### config.mk
export PLATFORM = sky130hd
export DESIGN_NAME = acq_sequencer_flat
export DESIGN_NICKNAME = d
export VERILOG_FILES = /design/src/rtl/acq_sequencer_if.sv /design/src/rtl/acq_sequencer.sv /design/src/flat_wrapper.sv
export SDC_FILE = /design/constraint.sdc
export NUM_CORES = 1
export LEC_CHECK = 0
export CAP_MARGIN = 20
export CORE_ASPECT_RATIO = 0.8
export CORE_MARGIN = 8
export CORE_UTILIZATION = 42
export CTS_CLUSTER_DIAMETER = 40
export DETAILED_ROUTE_END_ITERATION = 8
export PLACE_DENSITY = 0.8
export SLEW_MARGIN = 20
export SYNTH_ARGS = -nofsm -noshare
export SYNTH_HDL_FRONTEND = slang
export SYNTH_SLANG_ARGS = --single-unit
### constraint.sdc
create_clock -name InputClock -period 2.7 [get_ports InputClock]
set_input_delay 0.405 -clock InputClock [delete_from_list [all_inputs] [get_ports InputClock]]
set_output_delay 0.405 -clock InputClock [all_outputs]
set_load 0.05 [all_outputs]
### src/rtl/acq_sequencer_if.sv
// Control/status bundle between the acquisition controller and acq_sequencer.
// master = controller/packer side, slave = sequencer.
interface acq_sequencer_if;
    logic        Start;
    logic        Stop;
    logic        UpdateReq;
    logic [15:0] FrameTarget;
    logic [31:0] CfgIn_1;
    logic [31:0] CfgIn_2;
    logic        FrameEnd;
    logic        DataWriteEnable;
    logic        FifoAlmostFull;
    logic [31:0] CONFIG_REG_1;
    logic [31:0] CONFIG_REG_2;
    logic        PackerRst;
    logic        Busy;
    logic        Done;
    logic        Overflow;
    logic        Timeout;
    logic [15:0] FramesDone;

    modport master (
        output Start, Stop, UpdateReq, FrameTarget, CfgIn_1, CfgIn_2,
               FrameEnd, DataWriteEnable, FifoAlmostFull,
        input  CONFIG_REG_1, CONFIG_REG_2, PackerRst, Busy, Done,
               Overflow, Timeout, FramesDone
    );

    modport slave (
        input  Start, Stop, UpdateReq, FrameTarget, CfgIn_1, CfgIn_2,
               FrameEnd, DataWriteEnable, FifoAlmostFull,
        output CONFIG_REG_1, CONFIG_REG_2, PackerRst, Busy, Done,
               Overflow, Timeout, FramesDone
    );
endinterface

### src/rtl/acq_sequencer.sv
// Acquisition run sequencer: arms the packer, counts frames, applies config at frame
// boundaries. Optional frame watchdog enabled by defining ACQ_WATCHDOG_EN.
module acq_sequencer (
    input  logic           InputClock,
    input  logic           rst,
    acq_sequencer_if.slave bus
);
    typedef enum logic [2:0] {IDLE, ARM, RUN, DRAIN, DONE} state_t;

    state_t      state_q, state_d;
    logic [1:0]  arm_cnt_q, arm_cnt_d;
    logic [15:0] frames_q, frames_d;
    logic [31:0] cfg1_q, cfg1_d, cfg2_q, cfg2_d;
    logic        pend_q, pend_d;
    logic        ovf_q, ovf_d;
    logic        packer_rst_q, busy_q, done_q;
    logic        active;
`ifdef ACQ_WATCHDOG_EN
    logic [19:0] wd_q, wd_d;
    logic        tmo_q, tmo_d;
`endif

    assign active = (state_q == RUN) || (state_q == DRAIN);

    always_comb begin
        state_d   = state_q;
        arm_cnt_d = arm_cnt_q;
        frames_d  = frames_q;
        cfg1_d    = cfg1_q;
        cfg2_d    = cfg2_q;
        pend_d    = pend_q;
        ovf_d     = ovf_q;
`ifdef ACQ_WATCHDOG_EN
        wd_d      = wd_q;
        tmo_d     = tmo_q;
`endif

        // Config only moves on a frame boundary so the packer never sees a mid-frame change
        if (active && bus.FrameEnd) begin
            frames_d = frames_q + 16'd1;
            if (pend_q || bus.UpdateReq) begin
                cfg1_d = bus.CfgIn_1;
                cfg2_d = bus.CfgIn_2;
                pend_d = 1'b0;
            end
        end else if ((state_q == ARM || active) && bus.UpdateReq) begin
            pend_d = 1'b1;
        end

        case (state_q)
            IDLE: begin
                arm_cnt_d = 2'd0;
                if (bus.Start) begin
                    state_d  = ARM;
                    cfg1_d   = bus.CfgIn_1;
                    cfg2_d   = bus.CfgIn_2;
                    frames_d = 16'd0;
                    ovf_d    = 1'b0;
                    pend_d   = 1'b0;
`ifdef ACQ_WATCHDOG_EN
                    tmo_d    = 1'b0;
`endif
                end
            end
            ARM: begin
                arm_cnt_d = arm_cnt_q + 2'd1;
                if (arm_cnt_q == 2'd3) state_d = RUN;
            end
            RUN: begin
                if (bus.FrameEnd && (bus.Stop ||
                    (bus.FrameTarget != 16'd0 && frames_d == bus.FrameTarget)))
                    state_d = DONE;
                else if (bus.Stop)
                    state_d = DRAIN;
            end
            DRAIN: if (bus.FrameEnd) state_d = DONE;
            DONE:  state_d = IDLE;
            default: state_d = IDLE;
        endcase

`ifdef ACQ_WATCHDOG_EN
        if (state_q == ARM) wd_d = 20'd0;
        else if (active)    wd_d = bus.FrameEnd ? 20'd0 : wd_q + 20'd1;
        if (active && !bus.FrameEnd && wd_q == 20'hFFFFF) begin
            tmo_d   = 1'b1;
            state_d = DONE;
        end
`endif

        // Overflow wins over every other transition
        if (active && bus.DataWriteEnable && bus.FifoAlmostFull) begin
            ovf_d   = 1'b1;
            state_d = DONE;
        end
    end

    always_ff @(posedge InputClock) begin
        if (rst) begin
            state_q      <= IDLE;
            arm_cnt_q    <= 2'd0;
            frames_q     <= 16'd0;
            cfg1_q       <= 32'd0;
            cfg2_q       <= 32'd0;
            pend_q       <= 1'b0;
            ovf_q        <= 1'b0;
            packer_rst_q <= 1'b1;
            busy_q       <= 1'b0;
            done_q       <= 1'b0;
`ifdef ACQ_WATCHDOG_EN
            wd_q         <= 20'd0;
            tmo_q        <= 1'b0;
`endif
        end else begin
            state_q      <= state_d;
            arm_cnt_q    <= arm_cnt_d;
            frames_q     <= frames_d;
            cfg1_q       <= cfg1_d;
            cfg2_q       <= cfg2_d;
            pend_q       <= pend_d;
            ovf_q        <= ovf_d;
            packer_rst_q <= (state_d == IDLE) || (state_d == ARM);
            busy_q       <= (state_d != IDLE);
            done_q       <= (state_d == DONE);
`ifdef ACQ_WATCHDOG_EN
            wd_q         <= wd_d;
            tmo_q        <= tmo_d;
`endif
        end
    end

    assign bus.CONFIG_REG_1 = cfg1_q;
    assign bus.CONFIG_REG_2 = cfg2_q;
    assign bus.PackerRst    = packer_rst_q;
    assign bus.Busy         = busy_q;
    assign bus.Done         = done_q;
    assign bus.Overflow     = ovf_q;
    assign bus.FramesDone   = frames_q;
`ifdef ACQ_WATCHDOG_EN
    assign bus.Timeout      = tmo_q;
`else
    assign bus.Timeout      = 1'b0;
`endif
endmodule

### src/flat_wrapper.sv
// flat-port wrapper written by rule: the top's interface ports become plain ports
module acq_sequencer_flat 
  (InputClock, rst, bus_Start, bus_Stop, bus_UpdateReq, bus_FrameTarget, bus_CfgIn_1, bus_CfgIn_2, bus_FrameEnd, bus_DataWriteEnable, bus_FifoAlmostFull, bus_CONFIG_REG_1, bus_CONFIG_REG_2, bus_PackerRst, bus_Busy, bus_Done, bus_Overflow, bus_Timeout, bus_FramesDone);
  acq_sequencer_if bus_i ();
  input  logic InputClock;
  input  logic rst;
  input wire logic [$bits(bus_i.Start)-1:0] bus_Start;
  input wire logic [$bits(bus_i.Stop)-1:0] bus_Stop;
  input wire logic [$bits(bus_i.UpdateReq)-1:0] bus_UpdateReq;
  input wire logic [$bits(bus_i.FrameTarget)-1:0] bus_FrameTarget;
  input wire logic [$bits(bus_i.CfgIn_1)-1:0] bus_CfgIn_1;
  input wire logic [$bits(bus_i.CfgIn_2)-1:0] bus_CfgIn_2;
  input wire logic [$bits(bus_i.FrameEnd)-1:0] bus_FrameEnd;
  input wire logic [$bits(bus_i.DataWriteEnable)-1:0] bus_DataWriteEnable;
  input wire logic [$bits(bus_i.FifoAlmostFull)-1:0] bus_FifoAlmostFull;
  output wire logic [$bits(bus_i.CONFIG_REG_1)-1:0] bus_CONFIG_REG_1;
  output wire logic [$bits(bus_i.CONFIG_REG_2)-1:0] bus_CONFIG_REG_2;
  output wire logic [$bits(bus_i.PackerRst)-1:0] bus_PackerRst;
  output wire logic [$bits(bus_i.Busy)-1:0] bus_Busy;
  output wire logic [$bits(bus_i.Done)-1:0] bus_Done;
  output wire logic [$bits(bus_i.Overflow)-1:0] bus_Overflow;
  output wire logic [$bits(bus_i.Timeout)-1:0] bus_Timeout;
  output wire logic [$bits(bus_i.FramesDone)-1:0] bus_FramesDone;
  assign bus_i.Start = bus_Start;
  assign bus_i.Stop = bus_Stop;
  assign bus_i.UpdateReq = bus_UpdateReq;
  assign bus_i.FrameTarget = bus_FrameTarget;
  assign bus_i.CfgIn_1 = bus_CfgIn_1;
  assign bus_i.CfgIn_2 = bus_CfgIn_2;
  assign bus_i.FrameEnd = bus_FrameEnd;
  assign bus_i.DataWriteEnable = bus_DataWriteEnable;
  assign bus_i.FifoAlmostFull = bus_FifoAlmostFull;
  assign bus_CONFIG_REG_1 = bus_i.CONFIG_REG_1;
  assign bus_CONFIG_REG_2 = bus_i.CONFIG_REG_2;
  assign bus_PackerRst = bus_i.PackerRst;
  assign bus_Busy = bus_i.Busy;
  assign bus_Done = bus_i.Done;
  assign bus_Overflow = bus_i.Overflow;
  assign bus_Timeout = bus_i.Timeout;
  assign bus_FramesDone = bus_i.FramesDone;
  acq_sequencer u_core (.InputClock(InputClock), .rst(rst), .bus(bus_i));
endmodule
==> impl_metrics.json, run 1 <==
{
  "synth_warnings": 0,
  "dp_hpwl_um": 10090,
  "hold-path-endpoint": "u_core.arm_cnt_q[1]",
  "status": "complete, no violations",
  "seq_area_frac_synth_pct": 46.20,
  "max_stage_delay_ns": 0.47,
  "insertedDiodeCount": 0,
  "pre_cts_slack_ns": -0.2467,
  "p_comb_share_pct": 19.7,
  "ant_nets": 0,
  "first_iter_violations": 327,
  "end_kind": "flop",
  "cts_made_buffers": 9,
  "first_pass_iters": 5,
  "synthXorXnorAreaFrac_pct": 6.481,
  "yosysTopAreaCell": "dfxtp_1",
  "die_w_um": 123.7,
  "dieArea_um2": 12640,
  "vias": 4028,
  "synthSimpleGateAreaFrac_pct": 27.21,
  "via_per_inst": 5.177,
  "skew_ns": 0.004451,
  "worst-path-buf-inv": 1,
  "wire_per_inst_um": 17.04,
  "final_nets": 749,
  "holdBufCountCts": 0,
  "cts_tree": "built",
  "crit_required_ns": 2.91,
  "maxCapViolations": 0,
  "hold_path.class": "input pin to flop",
  "synthMuxAreaShare_pct": 1.668,
  "fin_area_um2": 6200,
  "max_freq_mhz": 388.6,
  "port_buffers": 171,
  "reg2reg_from": "u_core.bus.FramesDone[3]",
  "p_int_mw": 2.397,
  "drv_slew": 0,
  "crit_path_start_kind": "flop",
  "peakVddDrop_mv": 0.4041,
  "die-height_um": 102.2,
  "layout-drive-gt1-share_pct": 9.351,
  "hp-start": "rst",
  "first_global_vias": 3973,
  "critical-path-top-delay-family": "compound AO/OA/AOI/OAI gates",
  "finalWorstSetupSlack_ns": 0.1267,
  "syn_nets": 572,
  "ys.flop_type": "dfxtp_1",
  "switching_power_mw": 0.9203,
  "sw_frac_of_total_pct": 27.74,
  "start_util_pct": 43.15,
  "hold_depth": 2,
  "cp_cell_sequence": "nand4_1, buf_4, nor4_4, mux2_2, o21ai_1, a2111oi_4, a311oi_2, o31ai_1",
  "timing.hold.ws_ns": 0.3606,
  "clk_path_buf_depth": 2,
  "ys_top_cells_by_area": "dfxtp_1 46%, nand2_1 14%, a21oi_1 9.0%, xnor2_1 3.6%, nor2_1 2.5%",
  "cts_sinks": 90,
  "synth_edf_count": 0,
  "clock_latency_ns": 0.33,
  "powerDensity_nw_per_um2": 535.1,
  "synth-compound-area-share_pct": 13.67,
  "crit_type": "flop to flop",
  "power_mw": 3.318,
  "clkTransAtPathRegs_ns": 0.06,
  "period_share_pct": 95.31,
  "fill_cells": 716,
  "grt_pass1_wl_um": 20200,
  "p_seq_share_pct": 42.8,
  "antenna_found_initial": 0,
  "dpl-instance-area_um2": 5847,
  "syn_area_um2": 3900,
  "syn_to_final_growth_pct": 58.97,
  "io_pins": 173,
  "fin_crit_ns": 2.573,
  "fin_tns_setup_ns": 0,
  "setup_violations": 0,
  "tightest_slew_ns": 0.7744,
  "grt-ovfl-total": 0,
  "critPathLaunch": "u_core.bus.FramesDone[3]",
  "synth_top_area_share_pct": 46.20,
  "core-area_um2": 9037,
  "crit_path_top_delay_cell": "dfxtp_1",
  "rows": 31,
  "p_clk_share_pct": 37.5,
  "root_buffer": "clkbuf_16",
  "rsz0062_at_grt": "no",
  "synth-seq-cells": 90,
  "ys_async_sr_fraction_pct": 0,
  "route.detailed.drc": 0,
  "p_leak_nw": 2.287,
  "htree_levels": 3,
  "grt_max_degree": 65,
  "wl_um": 13260,
  "grt_usage_pct": 20.26,
  "reg2reg_to": "u_core.bus.Done",
  "worstPathMaxFanout": 7,
  "gp_congestion": 0.9194,
  "synthesis.instances": 482,
  "arrival_ns": 2.78,
  "synth_fa_ha_area_share_pct": 0.6416,
  "ys_types": 57,
  "reg2regPathDepth": 8,
  "finalHoldViolations": 0,
  "synth_top_family_by_area": "simple AND/OR/NAND/NOR gates",
  "slew_headroom_pct": 48.25,
  "avgSynthCellArea_um2": 8.091,
  "reg2reg_slack_ns": 0.13
}
-- state kept, by name, summed over array words and instances (netlist names), 2 cells and up --
signal / flops
u_core.bus.CONFIG_REG_1: 32
u_core.bus.CONFIG_REG_2: 32
u_core.bus.FramesDone: 16
u_core.state_q: 3
u_core.arm_cnt_q: 2
-- power by group through the flow --
stage          Sequential, mW  Combinational [mW]  Clock [mW]
2_1_floorplan            1.64               0.156           0
6_report                 1.42               0.652        1.25
5_1_grt                  1.43               0.689        1.33
4_1_cts                  1.42               0.653        1.27
3_3_place_gp             1.45               0.639           0
3_5_place_dp             1.45               0.650           0
-- cell type report --
type / count / area (µm²) / area share [%]
tap: 115 / 143.9 / 2.321
inverter: 5 / 18.77 / 0.3027
multi-input combinational: 353 / 1991 / 32.11
timing repair buffer: 200 / 1949 / 31.44
sequential: 90 / 1802 / 29.06
clock buffer: 11 / 242.7 / 3.915
clock inverter: 4 / 52.55 / 0.8476
-- cells in the final DEF (no fill, tap or decap), types with 3 or more instances in the layout --
master	Yosys	routed
buf_4	1	27
nor4_1	7	6
clkbuf_16	0	9
o21ai_0	6	6
dfxtp_1	90	90
nor3b_1	6	6
inv_1	5	5
nor3_2	1	3
clkdlybuf4s50_1	0	170
nor2b_1	4	4
nand3_1	8	7
a21oi_1	70	70
xor2_1	5	5
nand2b_1	3	3
xnor2_1	16	16
nand2_1	143	143
nand4_1	5	5
and4_1	3	3
nor2_1	26	25
-- what timing repair did --
item                       in CTS  in global routing
setup buffers                   0                  2
setup endpoints to repair       0                  3
resized for setup               0                  7
-- synthesized netlist by cell type, types with 6 or more instances --
| library cell | number |
|---|---|
| nor3b_1 | 6 |
| dfxtp_1 | 90 |
| xnor2_1 | 16 |
| nor4_1 | 7 |
| clkbuf_1 | 20 |
| nand3_1 | 8 |
| nand2_1 | 143 |
| buf_1 | 7 |
| o21ai_0 | 6 |
| nor2_1 | 26 |
| a21oi_1 | 70 |
-- routing by layer --
| layer | part of all wire, % | global-route usage, % |
|---|---|---|
| met2 | 50 | 33.76 |
| met4 | 1.5 | 6.371 |
| met5 | 0 | 0 |
| met1 | 39 | 23.52 |
| met3 | 9.5 | 7.786 |
-- logic make-up after synthesis --
| group | count (synthesis) |
|---|---|
| simple gates | 228 |
| compound gates | 93 |
| flops | 90 |
| buf+inv | 39 |
| xor+xnor | 24 |
| mux | 5 |
| fa+ha+maj | 2 |
| other cells | 1 |
-- how the worst max path moves through the flow --
stage	endpoint	slack, ns	cells after the start
final	u_core.bus.Done	0.13	8
after CTS	u_core.bus.Done	0.1	8
after global placement	u_core.state_q[1]	-0.14	8
after global routing	u_core.bus.Done	0.02	9
after detailed placement	u_core.state_q[1]	-0.25	8
after floorplan	u_core.state_q[1]	0.05	8
-- through the flow --
step / instances / util, %
5_1_grt: 778 / 68.60
3_3_place_gp: 761 / 64.70
4_1_cts: 776 / 67.96
6_report: 778 / 68.60
2_1_floorplan: 482 / -
3_5_place_dp: 761 / 64.70
Power figures use the tool's default switching activity.
==> run 2, diff against run 1 <==
--- a/config.mk
+++ b/config.mk
@@ -6,7 +6,7 @@
 export NUM_CORES = 1
 export LEC_CHECK = 0
 export CAP_MARGIN = 20
-export CORE_ASPECT_RATIO = 0.8
+export CORE_ASPECT_RATIO = 0.9
 export CORE_MARGIN = 8
 export CORE_UTILIZATION = 42
 export CTS_CLUSTER_DIAMETER = 40
==> run 2 against run 1 <==
  * First-iteration DRC count is 28% lower
  * Largest power group unchanged
  * Wire length fell by 5.4%
  * Critical endpoint unchanged
  * Sequential power about the same
  * Clock power fell by 18%
==> impl_metrics.json, run 2 (synthesized netlist as in run 1, its figures left out) <==
{
  "grt_pass1_wl_um": 19810,
  "via_per_inst": 5.111,
  "end_kind": "flop",
  "insertedDiodeCount": 0,
  "wl_um": 12550,
  "io_pins": 173,
  "syn_to_final_growth_pct": 56.34,
  "root_buffer": "clkbuf_8",
  "p_clk_share_pct": 33.2,
  "first_iter_violations": 236,
  "grt_max_degree": 65,
  "skew_ns": 0.008371,
  "rows": 33,
  "hold_path.class": "input pin to flop",
  "cts_made_buffers": 9,
  "ant_nets": 0,
  "arrival_ns": 2.77,
  "route.detailed.drc": 0,
  "reg2reg_from": "u_core.bus.FramesDone[8]",
  "gp_congestion": 0.9220,
  "period_share_pct": 93.20,
  "powerDensity_nw_per_um2": 507.7,
  "mostFrequentLayoutCell": "clkdlybuf4s50_1",
  "antenna_found_initial": 0,
  "p_leak_nw": 2.242,
  "peakVddDrop_mv": 0.3897,
  "grt_usage_pct": 19.15,
  "timing.hold.ws_ns": 0.4072,
  "core-area_um2": 9084,
  "drv_slew": 0,
  "power_mw": 3.095,
  "wire_per_inst_um": 16.00,
  "dieArea_um2": 12630,
  "maxCapViolations": 0,
  "dp_hpwl_um": 9684,
  "fill_cells": 774,
  "cts_sinks": 90,
  "finalHoldViolations": 0,
  "cts_tree": "built",
  "slew_headroom_pct": 59.15,
  "first_global_vias": 4018,
  "setup_violations": 0,
  "reg2regPathDepth": 7,
  "die-height_um": 107.4,
  "fin_crit_ns": 2.516,
  "htree_levels": 3,
  "sw_frac_of_total_pct": 29.18,
  "switching_power_mw": 0.9031,
  "p_comb_share_pct": 21.0,
  "crit_type": "input pin to flop",
  "endpoint": "u_core.bus.Done",
  "hp-start": "rst",
  "die_w_um": 117.6,
  "start_util_pct": 42.93,
  "clkTransAtPathRegs_ns": 0.09,
  "reg2reg_slack_ns": 0.24,
  "final_nets": 747,
  "status": "complete, no violations",
  "clk_path_buf_depth": 2,
  "met3RoutedLength_um": 1117,
  "met2_length_um": 6368,
  "port_buffers": 171,
  "final_cell_mix": "170 x clkdlybuf4s50_1, 143 x nand2_1, 89 x dfxtp_1, 70 x a21oi_1",
  "layout-drive-gt1-share_pct": 9.063,
  "first_pass_iters": 5,
  "p_seq_share_pct": 45.8,
  "vias": 4007,
  "critPathLaunch": "bus_FrameEnd",
  "rsz0062_at_grt": "no",
  "clock_latency_ns": 0.35,
  "p_int_mw": 2.192,
  "crit_required_ns": 2.95,
  "tightest_slew_ns": 0.6128,
  "met1Wirelength_um": 4841,
  "top_layer": "met4",
  "grt-ovfl-total": 0,
  "max_freq_mhz": 397.4,
  "worstPathMaxFanout": 6,
  "crit_path_start_kind": "input pin",
  "reg2reg_to": "u_core.bus.Done"
}
run 2: routing by layer:
layer,up-vias,track usage (%)
met1,1868,21.11
met2,153,33.51
met3,21,7.289
met4,0,6.393
li1,1965,-
met5,-,0
run 2: worst max-delay path, cell delays in order:
cell and delay (ns):
clkdlybuf4s50_1 0.49, nand3b_4 0.18, buf_4 0.14, nand2_1 0.06, mux4_2 0.47, a2111oi_0 0.34, and4_1 0.29, a311oi_2 0.14
o31ai_1 0.25
run 2: layout make-up:
cell class	instances	area (µm²)	area share, %
Clock buffer	10	127.6	2.093
Clock inverter	6	97.59	1.601
Inverter	5	18.77	0.3078
Multi-Input combinational cell	353	1963	32.20
Sequential cell	90	1803	29.57
Tap cell	122	152.6	2.504
Timing Repair Buffer	198	1934	31.73
run 2: how the worst min path moves through the flow:
stage,to,slack (ns),cells after the start
after floorplan,u_core.arm_cnt_q[1],0.45,2
after global placement,u_core.bus.CONFIG_REG_2[30],0.44,2
after detailed placement,u_core.bus.CONFIG_REG_2[8],0.44,2
after CTS,u_core.arm_cnt_q[0],0.38,2
after global routing,u_core.bus.CONFIG_REG_1[31],0.40,2
final,u_core.bus.CONFIG_REG_2[6],0.41,2
run 2: power by group through the flow:
| stage | sequential [mW] | combinational [mW] | clock [mW] |
|---|---|---|---|
| final | 1.42 | 0.648 | 1.03 |
| after floorplan | 1.64 | 0.156 | 0 |
| after CTS | 1.42 | 0.652 | 1.06 |
| after detailed placement | 1.45 | 0.650 | 0 |
| after global routing | 1.43 | 0.688 | 1.12 |
| after global placement | 1.44 | 0.640 | 0 |
run 2: through the flow:
stage	area (µm²)	std cells	setup TNS, ns	utilization (%)	setup WS [ns]
after floorplan	3900	482	0	-	0.04874
after global placement	5856	768	-0.1412	64.46	-0.06081
after detailed placement	5856	768	-0.5438	64.46	-0.2217
after CTS	6081	784	0	66.94	0.1424
after global routing	6097	784	0	67.12	0.01599
final	6097	784	0	67.12	0.1837
run 2: what timing repair did:
item	in CTS	in global routing
setup endpoints to repair	0	3
hold buffers	0	0
gates resized for setup	0	4
buffers inserted	0	0
